### config.mk
export PLATFORM = sky130hd
export DESIGN_NAME = implode_loader
export DESIGN_NICKNAME = d
export VERILOG_FILES = /design/src/rtl/implode_loader_pkg.sv /design/src/rtl/implode_loader_sync_fifo_fwft.sv /design/src/rtl/implode_loader.sv
export SDC_FILE = /design/constraint.sdc
export NUM_CORES = 1
export LEC_CHECK = 0
export BUFFER_PORTS_ARGS = -buffer_cell sky130_fd_sc_hd__buf_2
export CAP_MARGIN = 20
export CORE_AREA = 2 2 67 63
export DETAILED_ROUTE_END_ITERATION = 16
export DIE_AREA = 0 0 69 65
export SKIP_LAST_GASP = 1
export SLEW_MARGIN = 0
export SYNTH_ARGS = -nofsm -noshare
export SYNTH_HDL_FRONTEND = slang
export SYNTH_SLANG_ARGS = --single-unit
export TNS_END_PERCENT = 5
### constraint.sdc
create_clock -name clk -period 2.7 [get_ports clk]
set_input_delay 0.27 -clock clk [delete_from_list [all_inputs] [get_ports clk]]
set_output_delay 0.27 -clock clk [all_outputs]
set_load 0.02 [all_outputs]
### src/rtl/implode_loader_pkg.sv
`default_nettype none
// ============================================================================
// Module      : implode_loader_pkg
// Description : Shared types and constants for the implode loader: the
//               4-phase receive FSM state encoding and the default nonce
//               index width.
// Revision    : 1.0 - initial release
// ============================================================================
package implode_loader_pkg;

    // Default width of a nonce index.
    localparam int C_NONCE_WIDTH_DEFAULT = 7;

    // Receive-side 4-phase handshake states.
    typedef enum logic [0:0] {
        WAIT_REQ     = 1'b0,
        WAIT_REQ_LOW = 1'b1
    } hs_state_e;

endpackage : implode_loader_pkg
`default_nettype wire

### src/rtl/implode_loader_sync_fifo_fwft.sv
`default_nettype none
// ============================================================================
// Module      : sync_fifo_fwft
// Description : Single-clock first-word-fall-through FIFO. The head entry is
//               always presented on o_head while o_empty is low.
//               Pushes while full and pops while empty are ignored.
// Ports       : clk, rst        - clock, synchronous active-high reset
//               i_push/i_push_data - write request and data
//               i_pop           - consume the head entry
//               o_head          - head-of-FIFO data (valid when !o_empty)
//               o_count         - occupancy, 0..2**DEPTH_LOG2
//               o_full/o_empty  - decoded from the registered count
// Revision    : 1.0 - initial release
// ============================================================================
module sync_fifo_fwft #(
    parameter int WIDTH      = 7,
    parameter int DEPTH_LOG2 = 2
) (
    input  logic                  clk,
    input  logic                  rst,
    input  logic                  i_push,
    input  logic [WIDTH-1:0]      i_push_data,
    input  logic                  i_pop,
    output logic [WIDTH-1:0]      o_head,
    output logic [DEPTH_LOG2:0]   o_count,
    output logic                  o_full,
    output logic                  o_empty
);

    localparam int                  C_DEPTH     = 1 << DEPTH_LOG2;
    localparam logic [DEPTH_LOG2:0] C_DEPTH_CNT = (DEPTH_LOG2 + 1)'(C_DEPTH);
    localparam logic [DEPTH_LOG2-1:0] C_PTR_ONE = {{(DEPTH_LOG2-1){1'b0}}, 1'b1};
    localparam logic [DEPTH_LOG2:0]   C_CNT_ONE = {{DEPTH_LOG2{1'b0}}, 1'b1};

    logic [WIDTH-1:0]      r_mem_q [C_DEPTH];
    logic [DEPTH_LOG2-1:0] r_wr_ptr_q;
    logic [DEPTH_LOG2-1:0] r_rd_ptr_q;
    logic [DEPTH_LOG2:0]   r_count_q;

    logic w_do_push;
    logic w_do_pop;

    assign o_full    = (r_count_q == C_DEPTH_CNT);
    assign o_empty   = (r_count_q == '0);
    assign o_count   = r_count_q;
    assign o_head    = r_mem_q[r_rd_ptr_q];

    // Full/empty come from the registered count, so a pop cannot free room
    // for a push in the same cycle.
    assign w_do_push = i_push && !o_full;
    assign w_do_pop  = i_pop  && !o_empty;

    always_ff @(posedge clk) begin
        if (rst) begin
            r_wr_ptr_q <= '0;
            r_rd_ptr_q <= '0;
            r_count_q  <= '0;
        end else begin
            if (w_do_push) begin
                r_wr_ptr_q <= r_wr_ptr_q + C_PTR_ONE;
            end
            if (w_do_pop) begin
                r_rd_ptr_q <= r_rd_ptr_q + C_PTR_ONE;
            end
            case ({w_do_push, w_do_pop})
                2'b10:   r_count_q <= r_count_q + C_CNT_ONE;
                2'b01:   r_count_q <= r_count_q - C_CNT_ONE;
                default: r_count_q <= r_count_q;
            endcase
        end
    end

    // Storage is intentionally not reset; the count qualifies its contents.
    always_ff @(posedge clk) begin
        if (w_do_push) begin
            r_mem_q[r_wr_ptr_q] <= i_push_data;
        end
    end

endmodule : sync_fifo_fwft
`default_nettype wire

### src/rtl/implode_loader.sv
`default_nettype none
// ============================================================================
// Module      : implode_loader
// Description : Accepts nonce indices from the shuffle stage over a 4-phase
//               req/ack handshake, buffers them in a FWFT FIFO and offers
//               them to the implode stage over valid/ready. Ack is withheld
//               while the FIFO is full.
// Ports       : clk, rst          - clock, synchronous active-high reset
//               i_handshake_req   - 4-phase request from shuffle
//               i_data            - nonce index, stable while req is high
//               o_handshake_ack   - 4-phase acknowledge (registered)
//               o_valid/o_nonce   - head-of-FIFO nonce to implode
//               i_ready           - implode consumes o_nonce this cycle
//               o_count/o_full    - FIFO occupancy and full flag
// Revision    : 1.0 - initial release
// ============================================================================
module implode_loader
    import implode_loader_pkg::*;
#(
    parameter int NONCE_WIDTH = C_NONCE_WIDTH_DEFAULT,
    parameter int DEPTH_LOG2  = 2
) (
    input  logic                   clk,
    input  logic                   rst,
    input  logic                   i_handshake_req,
    input  logic [NONCE_WIDTH-1:0] i_data,
    output logic                   o_handshake_ack,
    output logic                   o_valid,
    output logic [NONCE_WIDTH-1:0] o_nonce,
    input  logic                   i_ready,
    output logic [DEPTH_LOG2:0]    o_count,
    output logic                   o_full
);

    hs_state_e r_state_q;
    hs_state_e w_state_d;
    logic      r_ack_q;
    logic      w_ack_d;
    logic      w_push;
    logic      w_full;
    logic      w_empty;

    always_ff @(posedge clk) begin
        if (rst) begin
            r_state_q <= WAIT_REQ;
            r_ack_q   <= 1'b0;
        end else begin
            r_state_q <= w_state_d;
            r_ack_q   <= w_ack_d;
        end
    end

    // One push per 4-phase transaction: the push happens only on the
    // WAIT_REQ -> WAIT_REQ_LOW transition, and the FSM cannot return to
    // WAIT_REQ until the sender has dropped req.
    always_comb begin
        w_state_d = r_state_q;
        w_ack_d   = r_ack_q;
        w_push    = 1'b0;
        case (r_state_q)
            WAIT_REQ: begin
                if (i_handshake_req && !w_full) begin
                    w_push    = 1'b1;
                    w_ack_d   = 1'b1;
                    w_state_d = WAIT_REQ_LOW;
                end
            end
            WAIT_REQ_LOW: begin
                if (!i_handshake_req) begin
                    w_ack_d   = 1'b0;
                    w_state_d = WAIT_REQ;
                end
            end
            default: begin
                w_ack_d   = 1'b0;
                w_state_d = WAIT_REQ;
            end
        endcase
    end

    sync_fifo_fwft #(
        .WIDTH      (NONCE_WIDTH),
        .DEPTH_LOG2 (DEPTH_LOG2)
    ) u_fifo (
        .clk         (clk),
        .rst         (rst),
        .i_push      (w_push),
        .i_push_data (i_data),
        .i_pop       (i_ready),
        .o_head      (o_nonce),
        .o_count     (o_count),
        .o_full      (w_full),
        .o_empty     (w_empty)
    );

    assign o_handshake_ack = r_ack_q;
    assign o_valid         = !w_empty;
    assign o_full          = w_full;

endmodule : implode_loader
`default_nettype wire
==> run summary <==
Yosys warning total -> 0
Gate power share -> 0.267
final instance area -> 0.00186 mm²
Seq pwr share -> 0.432
Longest Clk Path Bufs -> 2
layout cells sized above 1 -> 0.387
#FFs+latches synth -> 39
PostCTS Resize Cnt -> 0
# Post-CTS Setup Buffers -> 0
Avg Vias per Cell -> 4.78
Worst EP required -> 2.91 ns
time the worst path needs with I/O delays and setup -> 2.55 ns
Clock power frac -> 0.301
reg2reg path depth -> 9
multi-input logic area -> 459 µm²
maximum VDD drop -> 0.357 mV
Remaining Overflow, GRT -> 0
clk slew on worst S/H paths -> 0.07 ns
TritonCTS Sinks -> 39
Syn Area/Cell -> 16.2 µm²
Crit. End Element -> flip-flop
GP Congestion -> 0.671
internal power -> 1.32 mW
vias in the first global route -> 843
fillcell total -> 342
clock buffer count from CTS -> 5
Fin Setup TNS -> 0 ns
Layout area overhead -> 18.3%
leading area contributor after synthesis -> edfxtp_1
Final Routed Wirelength -> 2490 µm
CTS Root Cell -> clkbuf_8
CP arrival -> 2.76 ns
R2R Path End -> u_fifo.o_count[2]
placed cell area -> 0.00172 mm²
Top-Level Pins -> 24
Slew @ Worst Pin -> 0.498 ns
fin cells -> 172
Startpoint Class -> flip-flop
Power Density -> 999 mW/mm²
Fin. Hold Viols -> 0
register area -> 0.00106 mm²
CTS Hold Buffers Added -> 0
detailed placement HPWL -> 1700 µm
sequential share of the synthesized area -> 0.675
slew margin rel. -> 0.668
Pins Over Slew Limit -> 0
H-tree depth reported by CTS -> 2
Min Hold Slack -> 0.194 ns
drt drc -> 0
DR pass1 iterations -> 4
Worst Skew -> 0.00626 ns
fin crit share -> 0.944
worst skew pair latency -> 0.29 ns
reg-to-reg slack, setup -> 0.15 ns
Die Ht -> 65 µm
TritonCTS clock tree -> done
CP startpoint -> u_fifo.o_count[0]
Netlist cell types -> 24
routed wire length per instance -> 14.5 µm
IO Port Bufs -> 23
initial antenna violation count -> 0
static leakage -> 0.697 nW
Worst Hold Class -> primary input to flip-flop
CP endpoint -> u_fifo.o_count[2]
Iteration-0 DRC Markers -> 31
RSZ-0062 raised after global routing -> false
largest cells by area after synthesis -> edfxtp_1 (53%), dfxtp_1 (14%), mux4_2 (10%), ha_1 (4.0%), and2_2 (1.9%)
Initial Util -> 0.408
status -> finished clean
crit-path max FO -> 7
Layout Nets -> 140
Mapped Nets -> 114
via total after detailed routing -> 823
R2R Path Start -> u_fifo.o_count[0]
Mapped Cells -> 97
Psw -> 539 µW
final setup violation count -> 0
die width -> 69 µm
final core occ -> 0.483
Post-Synthesis Cell Area -> 0.00157 mm²
switch share -> 0.290
hold_sp -> i_data[0]
Rows -> 22
number of max-cap violations -> 0
largest net degree at the start of global routing -> 13
Antenna Cells -> 0
remaining antenna violation count -> 0
Core Region -> 0.00385 mm²
die area -> 0.00449 mm²
placed insts -> 164
Crit Path Class -> flip-flop to flip-flop
share of the synthesized area in the top cell type -> 0.535
fmax -> 0.392 GHz
first-pass GRT wire length -> 4080 µm
gr usage total -> 0.125
power by group through the flow:
stage / clock, mW / combinational [mW] / sequential (mW)
after CTS: 0.574 / 0.504 / 0.805
after global routing: 0.599 / 0.544 / 0.823
final: 0.560 / 0.497 / 0.803
after global placement: 0 / 0.486 / 0.812
after floorplan: 0 / 0.381 / 0.796
after detailed placement: 0 / 0.496 / 0.819
cell type report:
cell class	instances	share of cell area
clock buffers	6	0.0390
clock inverters	2	0.0323
inverters	8	0.0161
multi-input cells	46	0.247
flip-flops and latches	39	0.572
well taps	48	0.0323
repair buffers	23	0.0619
worst max-delay path, stage by stage, from the launching register on:
cell,delay [ns]
dfxtp_2,0.35
or3b_1,0.41
and3_2,0.28
inv_1,0.10
ha_1,0.18
inv_1,0.06
fa_1,0.38
xor2_1,0.16
or3_2,0.41
a21oi_1,0.15
sequential cells by signal, summed over array words and instances (netlist names), named ones only:
register,flops
u_fifo.o_count,3
u_fifo.r_wr_ptr_q,2
u_fifo.r_mem_q,28
r_state_q,1
o_handshake_ack,1
u_fifo.r_rd_ptr_q,2
per-layer routing:
metal  track usage  part of all wire  vias up
met2         0.202              0.49       24
li1              -                 -      400
met1         0.146              0.44      393
met5             0                 0        -
met3        0.0498             0.051        6
met4        0.0588             0.020        0
cell usage in the layout (no fill, tap or decap), types with 2 or more instances in the layout:
master | synthesis | layout
a21oi_1 | 4 | 4
and2_2 | 4 | 4
buf_2 | 1 | 23
bufinv_16 | 0 | 2
clkbuf_8 | 0 | 5
dfxtp_1 | 11 | 9
dfxtp_2 | 0 | 2
edfxtp_1 | 28 | 28
ha_1 | 5 | 5
inv_1 | 8 | 8
mux4_2 | 7 | 7
nand2b_1 | 3 | 3
nor2_1 | 8 | 8
o21ai_0 | 2 | 2
or3_2 | 2 | 2
xor2_1 | 3 | 3
cells in the mapped netlist (all sizes together):
cell type / instances
edfxtp: 28
and2: 4
xnor2: 1
inv: 8
nor2: 8
dfxtp: 11
or3: 2
or3b: 1
a21oi: 4
mux4: 7
o21ai: 2
buf: 3
mux2: 1
ha: 5
o311ai: 1
nand2b: 3
xor2: 3
and3: 1
clkbuf: 1
fa: 1
o31a: 1
mux2i: 1
stage by stage:
step / setup slack (ns) / power, mW
after CTS: 0.100 / 1.88
after global routing: 0.0171 / 1.97
final: 0.152 / 1.86
after global placement: 0.256 / 1.30
after detailed placement: 0.148 / 1.31
after floorplan: 0.151 / 1.18
kinds of logic after synthesis:
logic type | synth area share
AOI/OAI and AO/OA | 0.0310
DFF | 0.675
buffers and inverters | 0.0342
adders and majority gates | 0.0525
muxes | 0.116
and+or+nand+nor | 0.0692
xor gates and xnor gates | 0.0223
worst min-delay path by stage:
stage,endpoint,depth (start not counted)
floorplan,u_fifo.r_mem_q[0][0],0
global placement,r_state_q,2
detailed placement,r_state_q,2
CTS,u_fifo.r_mem_q[0][0],1
global route,u_fifo.r_mem_q[0][5],1
finish,u_fifo.r_mem_q[0][0],1
Note: power is estimated with default switching activity, not from simulation.
